==> config.mk <==
export PLATFORM = sky130hd
export DESIGN_NAME = id_ex_stage
export DESIGN_NICKNAME = d
export VERILOG_FILES = /design/src/rtl/id_ex_stage.sv
export SDC_FILE = /design/constraint.sdc
export NUM_CORES = 1
export LEC_CHECK = 0
export CAP_MARGIN = 20
export CORE_MARGIN = 4
export CORE_UTILIZATION = 45
export DETAILED_ROUTE_END_ITERATION = 8
export PLACE_DENSITY_LB_ADDON = 0.12
export SYNTH_ARGS = -nofsm -noshare
export SYNTH_HDL_FRONTEND = slang
export SYNTH_SLANG_ARGS = --single-unit
==> constraint.sdc <==
create_clock -name clk -period 3.65 [get_ports clk]
set_input_delay 0.365 -clock clk [delete_from_list [all_inputs] [get_ports clk]]
set_output_delay 0.365 -clock clk [all_outputs]
set_load 0.1 [all_outputs]
==> src/rtl/id_ex_stage.sv <==
// ID/EX pipeline register feeding the EX-stage ALU: decodes to ALU function codes,
// inserts load-use bubbles, and forwards EX/MEM and MEM/WB results onto the ALU operands.
module id_ex_stage #(
    parameter int DW = 32,
    parameter int RW = 5
) (
    input  logic          clk,
    input  logic          reset,
    input  logic          id_valid,
    input  logic [5:0]    id_opcode,
    input  logic [5:0]    id_funct,
    input  logic [RW-1:0] id_rs,
    input  logic [RW-1:0] id_rt,
    input  logic [RW-1:0] id_rd,
    input  logic [DW-1:0] id_rs_data,
    input  logic [DW-1:0] id_rt_data,
    input  logic [DW-1:0] id_imm,
    input  logic          flush,
    input  logic          exmem_regwrite,
    input  logic [RW-1:0] exmem_rd,
    input  logic [DW-1:0] exmem_result,
    input  logic          memwb_regwrite,
    input  logic [RW-1:0] memwb_rd,
    input  logic [DW-1:0] memwb_result,
    output logic          stall_out,
    output logic [DW-1:0] ex_dataA,
    output logic [DW-1:0] ex_dataB,
    output logic [5:0]    ex_signal,
    output logic [DW-1:0] ex_store_data,
    output logic [RW-1:0] ex_dest,
    output logic          ex_regwrite,
    output logic          ex_mem_read,
    output logic          ex_mem_write,
    output logic          ex_branch,
    output logic          ex_valid
);

    localparam logic [5:0] OP_RTYPE = 6'd0;
    localparam logic [5:0] OP_BEQ   = 6'd4;
    localparam logic [5:0] OP_ADDI  = 6'd8;
    localparam logic [5:0] OP_SLTI  = 6'd10;
    localparam logic [5:0] OP_ANDI  = 6'd12;
    localparam logic [5:0] OP_ORI   = 6'd13;
    localparam logic [5:0] OP_LW    = 6'd35;
    localparam logic [5:0] OP_SW    = 6'd43;

    localparam logic [5:0] FN_ADD = 6'd32;
    localparam logic [5:0] FN_SUB = 6'd34;
    localparam logic [5:0] FN_AND = 6'd36;
    localparam logic [5:0] FN_OR  = 6'd37;
    localparam logic [5:0] FN_SLT = 6'd42;

    typedef struct packed {
        logic          valid;
        logic          regwrite;
        logic          mem_read;
        logic          mem_write;
        logic          branch;
        logic          use_imm;
        logic [5:0]    signal;
        logic [RW-1:0] rs;
        logic [RW-1:0] rt;
        logic [RW-1:0] dest;
        logic [DW-1:0] rs_data;
        logic [DW-1:0] rt_data;
        logic [DW-1:0] imm;
    } ex_reg_t;

    ex_reg_t ex_q, ex_d, bubble;

    logic          dec_legal, dec_uses_rt, dec_wb, dec_mr, dec_mw, dec_br, dec_use_imm;
    logic [5:0]    dec_signal;
    logic [RW-1:0] dec_dest;
    logic [DW-1:0] dec_imm, rs_cap, rt_cap;
    logic          load_use;
    logic [DW-1:0] fwd_rs, fwd_rt;

    always_comb begin
        bubble        = '0;
        bubble.signal = FN_ADD;
    end

    always_comb begin
        dec_legal   = 1'b0;
        dec_uses_rt = 1'b0;
        dec_wb      = 1'b0;
        dec_mr      = 1'b0;
        dec_mw      = 1'b0;
        dec_br      = 1'b0;
        dec_use_imm = 1'b0;
        dec_signal  = FN_ADD;
        dec_dest    = '0;
        dec_imm     = id_imm;
        case (id_opcode)
            OP_RTYPE: begin
                if (id_funct inside {FN_ADD, FN_SUB, FN_AND, FN_OR, FN_SLT}) begin
                    dec_legal   = 1'b1;
                    dec_uses_rt = 1'b1;
                    dec_signal  = id_funct;
                    dec_dest    = id_rd;
                    dec_wb      = 1'b1;
                end
            end
            OP_ADDI, OP_SLTI, OP_ANDI, OP_ORI: begin
                dec_legal   = 1'b1;
                dec_use_imm = 1'b1;
                dec_dest    = id_rt;
                dec_wb      = 1'b1;
                dec_signal  = (id_opcode == OP_ADDI) ? FN_ADD :
                              (id_opcode == OP_SLTI) ? FN_SLT :
                              (id_opcode == OP_ANDI) ? FN_AND : FN_OR;
                // Logical immediates are zero-extended, arithmetic ones stay sign-extended.
                if (id_opcode == OP_ANDI || id_opcode == OP_ORI)
                    dec_imm = {{(DW-16){1'b0}}, id_imm[15:0]};
            end
            OP_LW: begin
                dec_legal   = 1'b1;
                dec_use_imm = 1'b1;
                dec_dest    = id_rt;
                dec_wb      = 1'b1;
                dec_mr      = 1'b1;
            end
            OP_SW: begin
                dec_legal   = 1'b1;
                dec_uses_rt = 1'b1;
                dec_use_imm = 1'b1;
                dec_mw      = 1'b1;
            end
            OP_BEQ: begin
                dec_legal   = 1'b1;
                dec_uses_rt = 1'b1;
                dec_signal  = FN_SUB;
                dec_br      = 1'b1;
            end
            default: ;
        endcase
    end

    // Register-file write in WB happens the same cycle as this read, so bypass it here.
    assign rs_cap = (memwb_regwrite && memwb_rd != '0 && memwb_rd == id_rs) ? memwb_result : id_rs_data;
    assign rt_cap = (memwb_regwrite && memwb_rd != '0 && memwb_rd == id_rt) ? memwb_result : id_rt_data;

    assign load_use = ex_q.valid && ex_q.mem_read && (ex_q.dest != '0) && id_valid && dec_legal &&
                      ((ex_q.dest == id_rs) || (dec_uses_rt && ex_q.dest == id_rt));
    assign stall_out = load_use && !flush;

    always_comb begin
        ex_d = bubble;
        if (!flush && !load_use && id_valid && dec_legal) begin
            ex_d.valid     = 1'b1;
            ex_d.regwrite  = dec_wb && (dec_dest != '0);
            ex_d.mem_read  = dec_mr;
            ex_d.mem_write = dec_mw;
            ex_d.branch    = dec_br;
            ex_d.use_imm   = dec_use_imm;
            ex_d.signal    = dec_signal;
            ex_d.rs        = id_rs;
            ex_d.rt        = id_rt;
            ex_d.dest      = dec_dest;
            ex_d.rs_data   = rs_cap;
            ex_d.rt_data   = rt_cap;
            ex_d.imm       = dec_imm;
        end
    end

    always_ff @(posedge clk) begin
        if (reset)
            ex_q <= bubble;
        else
            ex_q <= ex_d;
    end

    // Youngest producer wins; $0 is hard-wired zero and never takes a forwarded value.
    always_comb begin
        if (exmem_regwrite && exmem_rd != '0 && exmem_rd == ex_q.rs)
            fwd_rs = exmem_result;
        else if (memwb_regwrite && memwb_rd != '0 && memwb_rd == ex_q.rs)
            fwd_rs = memwb_result;
        else
            fwd_rs = ex_q.rs_data;

        if (exmem_regwrite && exmem_rd != '0 && exmem_rd == ex_q.rt)
            fwd_rt = exmem_result;
        else if (memwb_regwrite && memwb_rd != '0 && memwb_rd == ex_q.rt)
            fwd_rt = memwb_result;
        else
            fwd_rt = ex_q.rt_data;
    end

    assign ex_dataA      = fwd_rs;
    assign ex_store_data = fwd_rt;
    assign ex_dataB      = ex_q.use_imm ? ex_q.imm : fwd_rt;
    assign ex_signal     = ex_q.signal;
    assign ex_dest       = ex_q.dest;
    assign ex_regwrite   = ex_q.regwrite;
    assign ex_mem_read   = ex_q.mem_read;
    assign ex_mem_write  = ex_q.mem_write;
    assign ex_branch     = ex_q.branch;
    assign ex_valid      = ex_q.valid;

endmodule

; ---- Word-level counts from Yosys, hierarchy flattened
; Cells that the tools add are included.
[word_totals]
ff_bits = 123
input_bits = 203
out_inout_bits = 113
word_cells = 94
[op_classes]
n_eq_ne = 20
muxes = 25
bitwise_logic = 1
reduce_logical = 35
[op_table]
columns = operator, n
row1 = $mux W32, 9
row2 = $mux W123, 1
row3 = $eq A6 B6 Y1 const B, 7
row4 = $eq A5 B5 Y1, 8
row5 = $reduce_bool A5 Y1, 5
row6 = $eq A6 B4 Y1 const B, 4
row7 = $logic_and A1 B1 Y1, 19
row8 = $pmux W6 S3, 1
row9 = $pmux W5 S2, 1
row10 = $mux W4, 2
row11 = $reduce_or A7 Y1, 1
row12 = $eq A6 B3 Y1 const B, 1
row13 = $logic_not A6 Y1, 1
row14 = $mux W1, 6
row15 = $mux W6, 1
row16 = $pmux W1 S2, 3
row17 = $reduce_or A6 Y1, 1
row18 = $mux W5, 1
row19 = $reduce_or A5 Y1, 1
row20 = $reduce_or A2 Y1, 2
row21 = $reduce_or A4 Y1, 1
row22 = $logic_not A1 Y1, 2
row23 = $logic_or A1 B1 Y1, 2
row24 = $not A1 Y1, 1

; ---- Depth between registers and ports, before layout
[logic_depth]
word_depth = 13
mapped_depth = 8

; ---- Worst setup path after synthesis
; OpenSTA, ideal clock, no wires.
[synth_timing]
kind = input to output
start = input port memwb_rd[1]
end = output port ex_dataB[0]
arrival_ps = 4064
t_required_ps = 3285
setup_slack_ps = -779
stages = 7
n_path_buf = 2
cell_sequence = buf_2 or4_4 o211ai_4 clkbuf_2 o21ai_0 a31oi_1 mux2_2
[synth_between]
elab_chain_len = 6
[synth_rtl]
columns = item, line
row1 = from (decl), 23  ; input logic [RW-1:0] memwb_rd,
row2 = $reduce_bool A5 Y1, 184  ; else if (memwb_regwrite && memwb_rd != '0 && memwb_rd == ex_q.rt)
row3 = $logic_and A1 B1 Y1, 184
row4 = $logic_and A1 B1 Y1 *, 184
row5 = $mux W32 *, 184
row6 = $mux W32 *, 182  ; if (exmem_regwrite && exmem_rd != '0 && exmem_rd == ex_q.rt)
row7 = named net ex_store_data[0], 29  ; output logic [DW-1:0] ex_store_data,
row8 = $mux W32 *, 192  ; assign ex_dataB = ex_q.use_imm ? ex_q.imm : fwd_rt;
row9 = to (decl), 27  ; output logic [DW-1:0] ex_dataB,
; The timed path passes the listed nets; every way through them passes the cells marked *.

; ---- Worst setup path after layout
[layout_timing]
start = input port memwb_rd[1]
end = output port ex_dataA[0]
[layout_between]
elab_chain_len = 5
[layout_rtl]
columns = item, line
row1 = $reduce_bool A5 Y1, 177  ; else if (memwb_regwrite && memwb_rd != '0 && memwb_rd == ex_q.rs)
row2 = $logic_and A1 B1 Y1, 177
row3 = $logic_and A1 B1 Y1 *, 177
row4 = $mux W32 *, 177
row5 = $mux W32 *, 175  ; if (exmem_regwrite && exmem_rd != '0 && exmem_rd == ex_q.rs)
row6 = to (decl), 26  ; output logic [DW-1:0] ex_dataA,
; Mark *: on every way between the ends. The rest lies on a longest branch, timed or not.

==> qor.yml <==
floorplan:
  io_pins: 316
  die_area_um2: 17300
  num_rows: 44
  fp.coreArea_um2: 14800
  die_w_um: 132
  initial_core_util: 0.466
  die_h_um: 132
min_path:
  hold_path_class: "in2reg"
  min_to: "ex_q[11]$_SDFF_PP0_"
  whs_path_depth: 3
  worstHoldStart: "id_imm[11]"
synthesis:
  synth_top_area_frac: 0.358
  synth_enable_flop_cells: 0
  syn-cell-area_um2: 6880
  synth_flop_cell: "dfxtp_1"
  yosys-top-cells-count: "123 x dfxtp_1, 107 x nor2_1, 97 x mux2i_1, 48 x nor3_1, 37 x o21ai_0"
  synthAdderAreaFrac: 0
  yosys.cell_count.top_type: "dfxtp_1"
  yosysUniqueCellTypes: 51
  seq_area_frac_synth: 0.358
  async_flop_share: 0
  synthCells: 807
  synthMuxAreaShare: 0.194
  ys_ff_latch: 123
  ys_warn_count: 0
  synth_area_per_cell_um2: 8.52
  yosys.area_share.simple: 0.204
  synth_top_family_by_area: "simple AND/OR/NAND/NOR gates"
  syn_nets: 1010
  synth_compound_area_frac: 0.117
  synth-xor-area-share: 0.0510
  synthTopCellsByArea: "dfxtp_1 36%, mux2i_1 14%, nor2_1 5.8%"
  yosysTopAreaCell: "dfxtp_1"
cts:
  cts.clk_slew.worst_paths_ps: 50
  clk_path_buf_depth: 2
  cts_sinks: 123
  cts_made_buffers: 17
  holdBufCountCts: 0
  tritoncts: "done"
  cts_root_buffer: "clkbuf_16"
  htree_levels: 4
  clock_latency_ps: 420
  cts_setup_buffers: 0
  cts_resized: 0
timing:
  tightest_slew_ps: 1080
  slew_headroom: 0.278
  rsz0062_at_grt: "false"
  timing.final.ws_setup_ps: 326
  post-route-period-util: 0.911
  final.setup_skew_ps: 5.09
  slew_violations: 0
  period_minus_slack_ps: 3320
  hold_violations: 0
  setup_tns_ps: 0
  max_freq_mhz: 301
  setup_viol: 0
critical_path:
  reg2reg_depth: 7
  critical_path_class: "in2out"
  reg2reg_to: "ex_q[23]$_SDFF_PP0_"
  crit_fanout: 25
  end_kind: "output pin"
  worstSetupStartpointType: "input pin"
  startpoint: "memwb_rd[1]"
  cp_data_arrival_time_ps: 2960
  r2r-start: "ex_dest[1]$_SDFF_PP0_"
  crit_required_ps: 3280
  ff2ff_setup_slack_ps: 730
drt:
  dr_wl_met3_mm: 2.28
  route.top_layer_used: "met5"
  routedWlPerCell_um: 21.1
  first_pass_iters: 5
  dr_wl_met2_mm: 13.8
  vias_per_cell: 5.50
  vias: 7087
  routed_wl_mm: 27.2
  drc: 0
  wl_met1_mm: 10.3
  ant_nets: 0
  first_iter_violations: 476
cells_and_area:
  layout.nets: 1292
  fillers: 897
  instances_no_fill: 1288
  multi_input_comb_area_um2: 4370
  layout-drive-gt1-share: 0.211
  postLayoutCoreUtil: 0.827
  regArea_um2: 2460
  area_growth_pct: 77.4
global_route:
  overflow: 0
  grt_pass1_vias: 7433
  grt_usage: 0.307
  grt_max_degree: 65
  grt_pass1_wl_mm: 41.8
  antenna_found_initial: 4
placed_design:
  place.gp.congestion: 0.910
  hpwl_mm: 19.8
  dpl_worst_slack_ps: 349
  place_inst: 1254
  portBuffers: 315
power_and_ir_drop:
  irDropWorstVdd_uv: 302
  p_leak_nw: 4.35
  p_per_area_nw_per_um2: 323
run_status:
  outcome: "completed"
run:
  cap_violations: 0
[area by class of cell]
class,instances,share of cell area
timing repair buffer,339,0.358
antenna,3,0.000616
clock buffer,25,0.0423
inverter,36,0.0111
clock inverter,6,0.00882
sequential,123,0.202
tap,184,0.0189
multi-input combinational,572,0.358
[power breakdown]
part	switching [mW]	leakage, nW	internal, mW
sequential	0.00492	0.992	1.35
clock	0.601	0.305	1.18
combinational	0.428	3.06	0.379
[worst max path at each step]
stage                             end  cells after the start  slack [ps]
final                     ex_dataA[0]                      9         330
after floorplan           ex_dataB[0]                      7         -20
after CTS                 ex_dataA[0]                      9         330
after detailed placement  ex_dataA[0]                      9         350
after global placement    ex_dataA[0]                      9         410
after global routing      ex_dataA[0]                      9         220
[cell families (layout without fill, tap and decap cells)]
family	count (synthesis)	after routing
xor+xnor	40	40
other cells	2	5
flops	123	123
buf+inv	112	406
mux	129	129
compound gates	124	124
simple gates	277	277
[worst max-delay path, cell delays in order]
cell and delay (ps):
clkdlybuf4s50_1 560, or4_4 180, nor2_1 70, nor4_4 760, buf_12 320, mux2i_1 250, a21oi_1 120, buf_4 160
buf_12 150
[sequential cells by signal, summed over array words and instances (netlist names)]
signal        cells
ex_mem_write      1
ex_branch         1
ex_valid          1
ex_q            107
ex_dest           5
ex_regwrite       1
ex_signal         6
ex_mem_read       1
[placed cells by master (no fill, tap or decap), types with 3 or more instances in the layout]
master           count
clkdlybuf4s50_1    218
clkbuf_8             6
nor4_4               3
nand3_1             13
dfxtp_1            122
diode_2              3
xor2_1               8
and3_1               9
buf_4               19
or3_1               33
a22oi_1              5
o211ai_4             3
nor3_1              48
bufinv_16            3
mux2_2              32
nand2_1             14
inv_1               36
nand2b_1             4
o21ai_0             36
nor2_1             107
clkbuf_16           17
nand4_1              6
mux2i_1             97
and2_1              21
xnor2_1             32
or4_1                4
buf_12             102
a21oi_1             36
a31oi_4             29
[layer usage]
| layer | vias to the layer above | global-route usage |
|---|---|---|
| li1 | 3371 | - |
| met1 | 3355 | 0.343 |
| met2 | 307 | 0.542 |
| met3 | 52 | 0.103 |
| met4 | 2 | 0.120 |
| met5 | - | 0 |
[metrics by stage]
| step | hold WS [ps] | power [mW] | cell area, um2 |
|---|---|---|---|
| floorplan | 441 | 1.76 | 7280 |
| global placement | 896 | 2.18 | 11600 |
| detailed placement | 896 | 2.19 | 11600 |
| CTS | 457 | 3.95 | 12200 |
| global route | 470 | 4.06 | 12200 |
| finish | 473 | 3.94 | 12200 |
Power figures use the tool's default switching activity.
